## config.mk

```make
export PLATFORM = sky130hd
export DESIGN_NAME = memtoreg_pipe_mux
export DESIGN_NICKNAME = d
export VERILOG_FILES = /design/src/rtl/memtoreg_pipe_mux_pkg.sv /design/src/rtl/memtoreg_sel_core.sv /design/src/rtl/memtoreg_pipe_mux.sv
export SDC_FILE = /design/constraint.sdc
export NUM_CORES = 1
export LEC_CHECK = 0
export ABC_AREA = 1
export BUFFER_PORTS_ARGS = -buffer_cell sky130_fd_sc_hd__buf_2
export CAP_MARGIN = 25
export CORE_MARGIN = 5
export CORE_UTILIZATION = 41
export CTS_CLUSTER_DIAMETER = 50
export DETAILED_ROUTE_END_ITERATION = 7
export PLACE_DENSITY = 0.79
export SLEW_MARGIN = 10
export SYNTH_ARGS = -nofsm -noshare
export SYNTH_HDL_FRONTEND = slang
export SYNTH_SLANG_ARGS = --single-unit
```

## constraint.sdc

```tcl
create_clock -name clk -period 1.9 [get_ports clk]
set_input_delay 0.285 -clock clk [delete_from_list [all_inputs] [get_ports clk]]
set_output_delay 0.285 -clock clk [all_outputs]
set_load 0.005 [all_outputs]
```

## src/rtl/memtoreg_pipe_mux_pkg.sv

```systemverilog
// Shared definitions for the memtoreg select pipeline: state encoding and
// default geometry constants.
package memtoreg_pipe_mux_pkg;

    localparam int DEF_WIDTH     = 32;
    localparam int DEF_N_ENTRIES = 8;

    typedef enum logic [1:0] {
        ST_EMPTY = 2'd0,
        ST_ONE   = 2'd1,
        ST_FULL  = 2'd2
    } state_e;

    function automatic logic holds_result(input state_e s);
        return (s == ST_ONE) || (s == ST_FULL);
    endfunction

    function automatic logic can_accept(input state_e s);
        return (s == ST_EMPTY) || (s == ST_ONE);
    endfunction

endpackage

```

## src/rtl/memtoreg_sel_core.sv

```systemverilog
// Combinational entry selection with range check; out-of-range selects
// produce zero data and raise the error flag.
module memtoreg_sel_core #(
    parameter int WIDTH     = 32,
    parameter int N_ENTRIES = 8,
    parameter int SEL_W     = $clog2(N_ENTRIES)
) (
    input  logic [N_ENTRIES*WIDTH-1:0] entries,
    input  logic [SEL_W-1:0]           sel,
    output logic [WIDTH-1:0]           sel_data,
    output logic                       sel_err
);

    int unsigned sel_idx;

    assign sel_idx = 32'(sel);
    assign sel_err = (sel_idx >= 32'(N_ENTRIES));

    always_comb begin
        sel_data = '0;
        for (int k = 0; k < N_ENTRIES; k++) begin
            if (sel_idx == unsigned'(k)) begin
                sel_data = entries[k*WIDTH +: WIDTH];
            end
        end
    end

endmodule

```

## src/rtl/memtoreg_pipe_mux.sv

```systemverilog
// Registered select pipeline with a one-deep skid buffer so in_ready depends
// only on registered state while still sustaining one transfer per cycle.
//
// state    | meaning
// ST_EMPTY | no result held, out_valid=0
// ST_ONE   | main register holds the result on out
// ST_FULL  | main on out, skid holds the next result, in_ready=0
module memtoreg_pipe_mux
    import memtoreg_pipe_mux_pkg::*;
#(
    parameter int WIDTH     = DEF_WIDTH,
    parameter int N_ENTRIES = DEF_N_ENTRIES,
    parameter int SEL_W     = $clog2(N_ENTRIES)
) (
    input  logic                       clk,
    input  logic                       reset,
    input  logic [N_ENTRIES*WIDTH-1:0] entries,
    input  logic [SEL_W-1:0]           controlSignal,
    input  logic                       in_valid,
    output logic                       in_ready,
    output logic [WIDTH-1:0]           out,
    output logic                       out_err,
    output logic                       out_valid,
    input  logic                       out_ready
);

    state_e           state_q, state_d;
    logic [WIDTH-1:0] main_data_q, main_data_d;
    logic [WIDTH-1:0] skid_data_q, skid_data_d;
    logic             main_err_q, main_err_d;
    logic             skid_err_q, skid_err_d;

    logic [WIDTH-1:0] sel_data;
    logic             sel_err;
    logic             in_fire;
    logic             out_fire;

    memtoreg_sel_core #(
        .WIDTH     (WIDTH),
        .N_ENTRIES (N_ENTRIES),
        .SEL_W     (SEL_W)
    ) u_sel_core (
        .entries  (entries),
        .sel      (controlSignal),
        .sel_data (sel_data),
        .sel_err  (sel_err)
    );

    // The illegal encoding reports neither ready nor valid, so nothing is
    // accepted or emitted during the single recovery cycle.
    assign in_ready  = can_accept(state_q);
    assign out_valid = holds_result(state_q);
    assign out       = main_data_q;
    assign out_err   = main_err_q;

    assign in_fire  = in_valid & in_ready;
    assign out_fire = out_valid & out_ready;

    always_comb begin
        state_d     = state_q;
        main_data_d = main_data_q;
        main_err_d  = main_err_q;
        skid_data_d = skid_data_q;
        skid_err_d  = skid_err_q;
        case (state_q)
            ST_EMPTY: begin
                if (in_fire) begin
                    main_data_d = sel_data;
                    main_err_d  = sel_err;
                    state_d     = ST_ONE;
                end
            end
            ST_ONE: begin
                if (in_fire && out_fire) begin
                    main_data_d = sel_data;
                    main_err_d  = sel_err;
                end else if (in_fire) begin
                    skid_data_d = sel_data;
                    skid_err_d  = sel_err;
                    state_d     = ST_FULL;
                end else if (out_fire) begin
                    state_d = ST_EMPTY;
                end
            end
            ST_FULL: begin
                if (out_fire) begin
                    main_data_d = skid_data_q;
                    main_err_d  = skid_err_q;
                    state_d     = ST_ONE;
                end
            end
            default: begin
                state_d = ST_EMPTY;
            end
        endcase
    end

    always_ff @(posedge clk) begin
        if (reset) begin
            state_q     <= ST_EMPTY;
            main_data_q <= '0;
            main_err_q  <= 1'b0;
            skid_data_q <= '0;
            skid_err_q  <= 1'b0;
        end else begin
            state_q     <= state_d;
            main_data_q <= main_data_d;
            main_err_q  <= main_err_d;
            skid_data_q <= skid_data_d;
            skid_err_q  <= skid_err_d;
        end
    end

endmodule

```

==> impl_metrics.tcl <==
set metrics [dict create \
    r2r_cells 13 \
    slowest_delay_ns 0.35 \
    multi_input_area_sq_um 3270 \
    outcome "completed" \
    fin_util 0.597 \
    hp-start "in_valid" \
    yosys-top-cells-count "nand2_1, nor2_1, nand3_1" \
    die_area_sq_um 15000 \
    hold_depth 3 \
    ios 298 \
    postCtsSetupBuffers 0 \
    core_area_sq_um 12500 \
    worst_slew_pin_slew_ns 0.518 \
    ant_nets 0 \
    startpoint_type "register" \
    start_util 0.415 \
    dp.cells 1357 \
    yosys_most_used_dff "dfxtp_1" \
    cts_tree "done" \
    clk_pin_slew_ns 0.06 \
    rows 41 \
    cp_data_arrival_time_ns 1.99 \
    grt_pass1_vias 6470 \
    port_buffers 296 \
    netlist_area_sq_um 5190 \
    yosysTopAreaCell "dfxtp_1" \
    maxCapViolations 0 \
    yosysMostFrequentCell "nand2_1" \
    critPathSlowestCell "dfxtp_1" \
    cts_sinks 66 \
    grt_max_degree 66 \
    worstHoldPathType "input port to register" \
    wl_mm 22.0 \
    slew_violations 0 \
    skew_ns 0.00706 \
    die_w_um 122 \
    grt_overflow 0 \
    synth.area.top_cells "dfxtp_1, nand2_1, nor2_1" \
    syn_to_final_growth_pct 44.1 \
    dpl_cell_area_sq_um 7040 \
    setup_slack_ns 0.111 \
    synth_seq_cells 66 \
    synthCells 920 \
    num-nets-final 1468 \
    crit_top_cell "nand2_1" \
    insertion_delay_ns 0.33 \
    cts_buffer_depth 2 \
    drt_iter0_drc 552 \
    drive_above_1_share 0.323 \
    critPathTopFamily "simple AND/OR/NAND/NOR gates" \
    finalInstanceArea_sq_um 7480 \
    setup_viol 0 \
    grt_pass1_wl_mm 32.2 \
    synth_top_area_frac 0.255 \
    fin_crit_sh 0.941 \
    antenna_found_initial 1 \
    root_buffer "clkbuf_16" \
    holdWs_ns 0.268 \
    layout.area.seq_sq_um 1330 \
    fin_cells 1378 \
    r2r_start "state_q[1]" \
    viasPerCell 5.15 \
    yosysWarnings 0 \
    worstSetupPathType "register to register" \
    power_density_nw_per_um2 843 \
    synth_compound_area_frac 0.0991 \
    cts_buffers 9 \
    synth.avg_cell_area_sq_um 5.64 \
    drt_pre_antenna_iters 5 \
    dp_slack_ns 0.0638 \
    crit_cells 13 \
    p_leak_nw 4.16 \
    synthesis.nets 1188 \
    routabilityCongestion 0.952 \
    synth_edf_count 0 \
    synth_mux_area_frac 0 \
    crit_fanout 10 \
    slew_headroom 0.654 \
    peakVddDrop_mv 0.473 \
    die_h_um 122 \
    timing.fmax_mhz 559 \
    fill_cells 1305 \
    synth-simple-area-share 0.510 \
    r2r_setup_slack_ns 0.11 \
    ctsHoldBuffers 0 \
    hold-path-endpoint "state_q[1]" \
    grt_usage 0.274 \
    period_minus_slack_ns 1.79 \
    synthXorXnorAreaFrac 0 \
    hold_viol 0 \
    r2r-end "out[8]" \
    synthDistinctLibCells 24 \
    worst-path-buf-inv 4 \
    ys_seq_area_frac 0.255 \
    wl_per_cell_um 16.0 \
    path_cells "inv_1 -> ha_4 -> inv_1 -> nand2_1 -> nand2_2 -> inv_1 -> nand2_1 -> nand2_1 -> nand2_4 -> buf_12 -> nor2_2 -> nand2_1 -> a21oi_1" \
    htreeDepth 3 \
    vias 7101 \
    cp-end-kind "register" \
    synthArstFlopShare 0 \
    drc 0 \
    synthAdderAreaFrac 0.0121 \
    crit_required_ns 2.10 \
    hpwl_mm 16.8 \
    synth_top_family_by_area "simple AND/OR/NAND/NOR gates" \
]
-- power breakdown --
| part | total [mW] | switching (mW) | internal (mW) |
|---|---|---|---|
| Combinational | 2.63 | 1.47 | 1.16 |
| Sequential | 1.89 | 0.181 | 1.71 |
| Clock | 1.79 | 0.641 | 1.15 |
-- stage by stage --
step	setup TNS, ns	power (mW)
floorplan	0	3.24
global placement	0	4.21
detailed placement	0	4.25
CTS	0	6.04
global route	-0.0828	6.71
finish	0	6.30
-- state kept, by name (all words and copies together) (netlist names) --
| signal | cells |
|---|---|
| skid_data_q | 32 |
| state_q | 2 |
| out | 32 |
-- worst min-delay path, cell delays in order --
cell and delay, ns:
buf_2 0.12, nand3_1 0.08, a21oi_1 0.06
-- timing repair --
| action | in CTS | in global routing |
|---|---|---|
| endpoints found under the hold margin | 0 | 0 |
| resized for setup | 0 | 11 |
| setup endpoints to repair | 0 | 59 |
-- placed cells by master (no fill, tap or decap), drive strengths merged, types with 12 or more instances in the layout --
cell,instances
inv,90
dfxtp,66
o21ai,12
nand2,264
nor2,138
nand4,75
a21oi,58
o211ai,21
or2,28
nand3,90
buf,334
clkbuf,12
-- cells by family after synthesis --
family	Yosys count
buf+inv	158
flops	66
simple gates	598
fa+ha+maj	5
other cells	1
compound gates	92
-- layout make-up --
type,instances,area share
antenna,1,0.000335
sequential,66,0.177
multi-input combinational,696,0.437
clock buffer,9,0.0301
tap,172,0.0288
clock inverter,7,0.0126
inverter,90,0.0455
timing repair buffer,337,0.269
-- per-layer routing --
metal	track usage	wire length [um]	vias up
li1	-	-	3545
met1	0.307	8240	3138
met3	0.0728	2150	50
met2	0.491	10700	366
met4	0.107	898	2
met5	0	7	-
-- how the worst max path moves through the flow --
stage / startpoint / to / slack [ns]
floorplan: state_q[1] / out[0] / 0.06
global placement: state_q[0] / out[9] / 0.11
detailed placement: state_q[1] / out[8] / 0.06
CTS: state_q[1] / out[8] / 0.05
global route: state_q[1] / state_q[0] / -0.07
finish: state_q[1] / out[8] / 0.11
Note: power is estimated with default switching activity, not from simulation.
